$ cat src/rtl/stim_seq.sv
// stim_seq: plays a window of samples from an asynchronous-read sample memory
// into a filter using a valid/ready handshake. The window can repeat, and the
// sequencer pulses done when a single pass finishes.
// Optional feature: define STIM_SEQ_FLUSH_EN to add a tail of N_TAPS zero
// samples after a single pass, which drains the filter before done.
module stim_seq #(
    parameter int ADDR_W = 7,
    parameter int DATA_W = 10,
    parameter int N_TAPS = 8
) (
    input  logic                     clk,
    input  logic                     rst,
    input  logic                     start,
    input  logic                     stop,
    input  logic                     loop_en,
    input  logic [ADDR_W-1:0]        base_addr,
    input  logic [ADDR_W-1:0]        length,
    output logic [ADDR_W-1:0]        mem_addr,
    input  logic signed [DATA_W-1:0] mem_rdata,
    output logic                     s_valid,
    output logic signed [DATA_W-1:0] s_data,
    input  logic                     s_ready,
    output logic                     busy,
    output logic                     done
);

    typedef enum logic [1:0] {IDLE, RUN, FLUSH, DONE} state_t;

    localparam logic [ADDR_W-1:0] ONE = ADDR_W'(1);

    state_t            state, state_nxt;
    logic [ADDR_W-1:0] base_q, len_q, cnt;
    logic [ADDR_W-1:0] base_nxt, len_nxt, cnt_nxt, addr_nxt;
    logic              last;

    // A length of 0 wraps to all ones here, so a zero length plays the
    // whole memory.
    assign last = (cnt == len_q - ONE);
    assign busy = (state != IDLE);

`ifdef STIM_SEQ_FLUSH_EN
    localparam int FW = (N_TAPS > 1) ? $clog2(N_TAPS) : 1;
    localparam logic [FW-1:0] FLAST = FW'(N_TAPS - 1);
    logic [FW-1:0] fcnt, fcnt_nxt;
`else
    // N_TAPS plays no part when there is no flush tail.
    logic unused_taps;
    assign unused_taps = ^N_TAPS;
`endif

    // Next-state and output decode. The stop check comes before the
    // handshake so a sample offered in the same cycle is never counted.
    always_comb begin
        state_nxt = state;
        base_nxt  = base_q;
        len_nxt   = len_q;
        cnt_nxt   = cnt;
        addr_nxt  = mem_addr;
        s_valid   = 1'b0;
        s_data    = '0;
        done      = 1'b0;
`ifdef STIM_SEQ_FLUSH_EN
        fcnt_nxt  = fcnt;
`endif
        case (state)
            IDLE: begin
                if (start && !stop) begin
                    base_nxt  = base_addr;
                    len_nxt   = length;
                    addr_nxt  = base_addr;
                    cnt_nxt   = '0;
                    state_nxt = RUN;
                end
            end
            RUN: begin
                s_valid = 1'b1;
                s_data  = mem_rdata;
                if (stop) begin
                    state_nxt = IDLE;
                end else if (s_ready) begin
                    cnt_nxt  = cnt + ONE;
                    addr_nxt = mem_addr + ONE;
                    if (last) begin
                        if (loop_en) begin
                            cnt_nxt  = '0;
                            addr_nxt = base_q;
                        end else begin
`ifdef STIM_SEQ_FLUSH_EN
                            fcnt_nxt  = '0;
                            state_nxt = FLUSH;
`else
                            state_nxt = DONE;
`endif
                        end
                    end
                end
            end
`ifdef STIM_SEQ_FLUSH_EN
            FLUSH: begin
                s_valid = 1'b1;
                if (stop) begin
                    state_nxt = IDLE;
                end else if (s_ready) begin
                    if (fcnt == FLAST) state_nxt = DONE;
                    else               fcnt_nxt  = fcnt + 1'b1;
                end
            end
`endif
            DONE: begin
                done      = !stop;
                state_nxt = IDLE;
            end
            default: state_nxt = IDLE;
        endcase
    end

    // State and counter registers. Reset takes priority over everything.
    always_ff @(posedge clk) begin
        if (rst) begin
            state    <= IDLE;
            mem_addr <= '0;
            cnt      <= '0;
            base_q   <= '0;
            len_q    <= '0;
`ifdef STIM_SEQ_FLUSH_EN
            fcnt     <= '0;
`endif
        end else begin
            state    <= state_nxt;
            mem_addr <= addr_nxt;
            cnt      <= cnt_nxt;
            base_q   <= base_nxt;
            len_q    <= len_nxt;
`ifdef STIM_SEQ_FLUSH_EN
            fcnt     <= fcnt_nxt;
`endif
        end
    end

endmodule

$ cat config.mk
export PLATFORM = sky130hd
export DESIGN_NAME = stim_seq
export DESIGN_NICKNAME = d
export VERILOG_FILES = /design/src/rtl/stim_seq.sv
export SDC_FILE = /design/constraint.sdc
export NUM_CORES = 1
export LEC_CHECK = 0
export ABC_AREA = 1
export CAP_MARGIN = 20
export CORE_MARGIN = 8
export CORE_UTILIZATION = 53
export DETAILED_ROUTE_END_ITERATION = 7
export GPL_ROUTABILITY_DRIVEN = 0
export PLACE_DENSITY = 0.86
export SYNTH_ARGS = -nofsm -noshare
export SYNTH_HDL_FRONTEND = slang
export SYNTH_SLANG_ARGS = --single-unit
$ cat constraint.sdc
create_clock -name clk -period 5.1 [get_ports clk]
set_clock_uncertainty 0.15 [all_clocks]
set_input_delay 0.51 -clock clk [delete_from_list [all_inputs] [get_ports clk]]
set_output_delay 0.51 -clock clk [all_outputs]
set_load 0.01 [all_outputs]
==> impl_metrics.toml, run 1 <==
[routing]
viasPerCell = 5.10
drtIter0Drc = 148
ant_nets = 0
dr.pass1.iters = 5
num_vias = 2081
drc = 0
wl_per_cell_um = 12.8
wl_mm = 5.24

[sta]
fin_tns_setup_ns = 0
max_freq_mhz = 357
period_share_pct = 55.0
slew_headroom_pct = 58.0
setup_violations = 0
hold_viol = 0
worst_slew_pin_slew_ns = 0.629
setup_slack_ns = 2.30
rsz0062_at_grt = "no"
slew_violations = 0
min_period_ns = 2.80

[setup_path]
crit_type = "in2reg"
worst_ep_arrival_time_ns = 2.88
path_max_fanout = 19
end_kind = "flop"
cp_data_required_time_ns = 5.18
cp-start-kind = "input pin"

[global_routing]
grt_antenna_before_repair = 0
grt_max_degree = 27
grt_pass1_vias = 1895
grt_use_total_pct = 18.0
grt_remaining_overflow = 0
grt_pass1_wl_mm = 8.64

[clocking]
clkLatencyLatePin_ns = 0.34
root_buffer = "clkbuf_4"
post_cts_buffers = 0
cts_sinks = 30
cts_resized = 0
clockBufferDepth = 2
htree_num_levels = 2
path_clk_slew_ns = 0.11
cts-hold-fix-buffers = 0
cts_buffers = 5
cts_tree = "built"

[power_and_ir_drop]
p_int_uw = 378
power.total_uw = 559
p_clk_share_pct = 27.9
p_sw_uw = 181
p_comb_share_pct = 25.2
power_density_nw_per_um2 = 223
swShare_pct = 32.3
p_seq_share_pct = 47.0
ir_worst_vdd_mv = 0.181
p_leak_nw = 1.13

[placed_design]
dp_slack_ns = 1.98
portBuffers = 49
place_area_um2 = 2440
dpl.hpwl_mm = 4.05

[worst_hold_path]
min_path_type = "reg2reg"

[cells_and_area]
n_antenna_cell = 0
synthToLayoutAreaGrowth_pct = 29.4
design_area_um2 = 2500
fin_util_pct = 69.9
drive_above_1_share_pct = 8.33
final_nets = 392

[die]
chipHeight_um = 76.4
core_area_um2 = 3580
die_area_um2 = 5840
initial_utilization_pct = 54.0
die_x_um = 76.4
io_pins = 50
row_count = 22

[synth]
syn_area_um2 = 1930
synth_top_area_cell = "dfxtp_1"
synth-main-ff-cell = "dfxtp_1"
synth_top_cell_area_share_pct = 31.1
synthArstFlopShare_pct = 0
synth_edf_count = 0
yosysSeqAreaShare_pct = 31.1
synth.area.top_cells = "dfxtp_1 (31%), nand2_1 (16%), nor2_1 (10%)"
netlist_instances = 312
synth_warnings = 0
yosysMostFrequentCell = "nand2_1"
synth_nets = 345
yosysUniqueCellTypes = 27
syn_avg_cell_area_um2 = 6.20
synth-seq-cells = 30
synth_commonest_cells = "nand2_1 (83), nor2_1 (52), inv_1 (32), dfxtp_1 (30), o21ai_0 (26)"

[outcome]
status = "completed"

[flow_run]
drv_cap = 0
==> kinds of logic after synthesis <==
kind of cell,count (synthesis),share of synthesized area (%)
AO/OA/AOI/OAI,54,15.7
XOR/XNOR,9,4.08
adder cells (fa/ha/maj),3,1.94
buffers and inverters,47,9.71
flip-flops,30,31.1
AND/OR/NAND/NOR,169,37.5
==> placed cells by master (no fill, tap or decap), types with 6 or more instances in the layout <==
cell and n:
nand2_1 83, nor2_1 52, clkdlybuf4s50_1 49, inv_1 32
dfxtp_1 30, o21ai_0 26, nand3_1 22, a21oi_1 18
a21oi_2 7, inv_2 6, xor2_1 6
==> registers in the layout, indices dropped and copies added (netlist names) <==
name / flops
mem_addr: 7
base_q: 7
len_q: 7
state: 2
cnt: 7
==> routing by layer <==
| metal | track usage [%] | vias up | share of wire, % |
|---|---|---|---|
| met3 | 4.72 | 12 | 7.3 |
| met4 | 9.62 | 0 | 2.1 |
| met5 | 0 | - | 0 |
| li1 | - | 1075 | - |
| met2 | 29.6 | 70 | 50 |
| met1 | 20.8 | 924 | 41 |
==> area by class of cell <==
cell class / count / area (um^2)
Multi-Input combinational cell: 235 / 1140
Fill cell: 328 / 1080
Sequential cell: 30 / 601
Timing Repair Buffer: 49 / 490
Inverter: 38 / 143
Tap cell: 48 / 60.1
Clock buffer: 6 / 51.3
Clock inverter: 2 / 12.5
==> worst paths after layout <==
| path | start | to | slack [ns] | depth (start not counted) |
|---|---|---|---|---|
| min reg2reg | base_q[2] | base_q[2] | 0.35 | 2 |
| max | stop | mem_addr[4] | 2.30 | 8 |
| max reg2reg | state[1] | mem_addr[4] | 2.61 | 7 |
| min | base_q[2] | base_q[2] | 0.35 | 2 |
==> per-stage QoR <==
stage,instances,hold WS [ns]
after floorplan,312,0.305
after global placement,400,0.320
after detailed placement,400,0.325
after CTS,408,0.348
after global routing,408,0.377
final,408,0.346
==> power by group through the flow <==
stage               sequential [mW]  combinational [mW]  clock [mW]
floorplan                     0.266              0.0852           0
global placement              0.267               0.136           0
detailed placement            0.267               0.139           0
CTS                           0.262               0.140       0.159
global route                  0.265               0.157       0.171
finish                        0.262               0.141       0.156
==> critical path, stage by stage <==
cell	delay [ns]
clkdlybuf4s50_1	0.55
nor2_1	0.09
nand2_1	0.40
inv_1	0.31
nor2_2	0.51
inv_2	0.19
o21ai_0	0.27
a21oi_2	0.04
Power figures use the tool's default switching activity.
==> run 2: changes to the inputs <==
--- a/config.mk
+++ b/config.mk
@@ -8,10 +8,10 @@
 export ABC_AREA = 1
 export CAP_MARGIN = 20
 export CORE_MARGIN = 8
-export CORE_UTILIZATION = 53
+export CORE_UTILIZATION = 44
 export DETAILED_ROUTE_END_ITERATION = 7
 export GPL_ROUTABILITY_DRIVEN = 0
-export PLACE_DENSITY = 0.86
+export PLACE_DENSITY = 0.76
 export SYNTH_ARGS = -nofsm -noshare
 export SYNTH_HDL_FRONTEND = slang
 export SYNTH_SLANG_ARGS = --single-unit
==> constraint.sdc (replaced) <==
create_clock -name clk -period 2.4 [get_ports clk]
set_clock_uncertainty 0.15 [all_clocks]
set_input_delay 0.24 -clock clk [delete_from_list [all_inputs] [get_ports clk]]
set_output_delay 0.24 -clock clk [all_outputs]
set_load 0.01 [all_outputs]
==> run 2 against run 1 <==
Clock power rose to 3.3 times the previous value. Die area grew 16%. Sequential cell count did not move. Sequential power up 110%. Via count fell by 2.0%. Total power rose by 150%. Register-to-register slack worse by 2.4 ns. Non-clock buffer count increased by 5. Largest power group unchanged. Highest routed layer unchanged.
==> impl_metrics.toml, run 2 (same netlist as run 1, synthesis figures left out) <==
[power_and_ir_drop]
power.total_mw = 1.37
p_sw_uw = 371
p_int_mw = 1.00
ir_worst_vdd_mv = 0.387
swShare_pct = 27.1
p_clk_share_pct = 37.2
power_density_nw_per_um2 = 529
p_comb_share_pct = 22.1
p_leak_nw = 1.17
p_seq_share_pct = 40.7

[sta]
setup_violations = 0
whs_ns = 0.337
slew_headroom_pct = 64.1
slew_violations = 0
worst_slew_pin_slew_ns = 0.537
period_share_pct = 90.9
max_freq_mhz = 459
hold_viol = 0
min_period_ns = 2.18
rsz0062_at_grt = "no"
fin_tns_setup_ns = 0

[clocking]
clockBufferDepth = 2
cts_resized = 0
cts_sinks = 30
post_cts_buffers = 0
cts_buffers = 5
clkLatencyLatePin_ns = 0.28
root_buffer = "clkbuf_8"
cts-hold-fix-buffers = 0
cts_tree = "built"
htree_num_levels = 2
path_clk_slew_ns = 0.06

[routing]
dr.pass1.iters = 4
ant_nets = 0
drtIter0Drc = 192
viasPerCell = 4.90
wl_per_cell_um = 12.6
wl_mm = 5.24
drc = 0
num_vias = 2040

[setup_path]
crit_type = "reg2reg"
r2r_end = "mem_addr[1]"
rrSetupSlack_ns = 0.22
end_kind = "flop"
cp-start-kind = "flop"
worst_ep_arrival_time_ns = 2.19
r2r-start = "state[1]"
cp_data_required_time_ns = 2.41
rr_worst_depth = 9
path_max_fanout = 13

[placed_design]
portBuffers = 49
dpl.hpwl_mm = 4.01

[cells_and_area]
n_antenna_cell = 0
synthToLayoutAreaGrowth_pct = 34.2
nFillCells = 426
final_common_cell = "nand2_1"
final_nets = 397
drive_above_1_share_pct = 9.34
final_cell_mix = "nand2_1 (83), nor2_1 (52), clkdlybuf4s50_1 (49)"

[die]
core_area_um2 = 4290
io_pins = 50
row_count = 24
chipHeight_um = 82.3
initial_utilization_pct = 45.0
die_x_um = 82.3
die_area_um2 = 6770

[worst_hold_path]
min_path_type = "reg2reg"
hold_depth = 2
hp-start = "base_q[6]"
holdPathEnd = "base_q[6]"

[global_routing]
grt_max_degree = 19
grt_pass1_wl_mm = 8.50
grt_remaining_overflow = 0
grt_pass1_vias = 1878
grt_antenna_before_repair = 0
grt_use_total_pct = 16.0

[flow_run]
drv_cap = 0

[outcome]
status = "completed"
run 2: critical path, cell delays in order (launching register included):
cell	delay, ns
dfxtp_1	0.41
nor2_4	0.10
inv_2	0.20
nor2_2	0.06
nand2_1	0.12
inv_2	0.07
nor2_2	0.42
inv_2	0.20
o21ai_0	0.29
a21oi_2	0.05
run 2: final cells by class:
cell class                      count  area, um^2  area share [%]
Clock buffer                        6        82.6            3.18
Clock inverter                      1        30.0            1.16
Inverter                           38         143            5.50
Multi-Input combinational cell    235        1140            44.1
Sequential cell                    30         601            23.2
Tap cell                           52        65.1            2.51
Timing Repair Buffer               54         528            20.4
run 2: how the worst max path moves through the flow:
stage / end / cells past startpoint / startpoint
after floorplan: mem_addr[3] / 14 / len_q[0]
after global placement: mem_addr[4] / 8 / stop
after detailed placement: mem_addr[1] / 8 / stop
after CTS: s_data[4] / 5 / state[0]
after global routing: mem_addr[3] / 9 / state[1]
final: mem_addr[1] / 9 / state[1]
run 2: routing by layer:
metal / wire length, um / global-route usage, % / share of wire (%) / vias up
met5: 0 / 0 / 0 / -
met4: 69 / 5.96 / 1.3 / 0
met3: 521 / 4.44 / 10 / 6
met2: 2310 / 25.9 / 44 / 65
met1: 2330 / 19.6 / 45 / 883
li1: - / - / - / 1086
run 2: power by group through the flow:
stage | clock, mW | combinational (mW) | sequential, mW
floorplan | 0 | 0.181 | 0.565
global placement | 0 | 0.297 | 0.568
detailed placement | 0 | 0.302 | 0.567
CTS | 0.518 | 0.304 | 0.557
global route | 0.545 | 0.340 | 0.562
finish | 0.510 | 0.304 | 0.558
run 2: per-stage QoR:
step	setup WS (ns)	util (%)	std cells	instance area [um^2]
after floorplan	0.585	-	312	1930
after global placement	0.280	57.8	409	2480
after detailed placement	0.181	57.8	409	2480
after CTS	0.238	60.4	416	2590
after global routing	0.0709	60.4	416	2590
final	0.220	60.4	416	2590
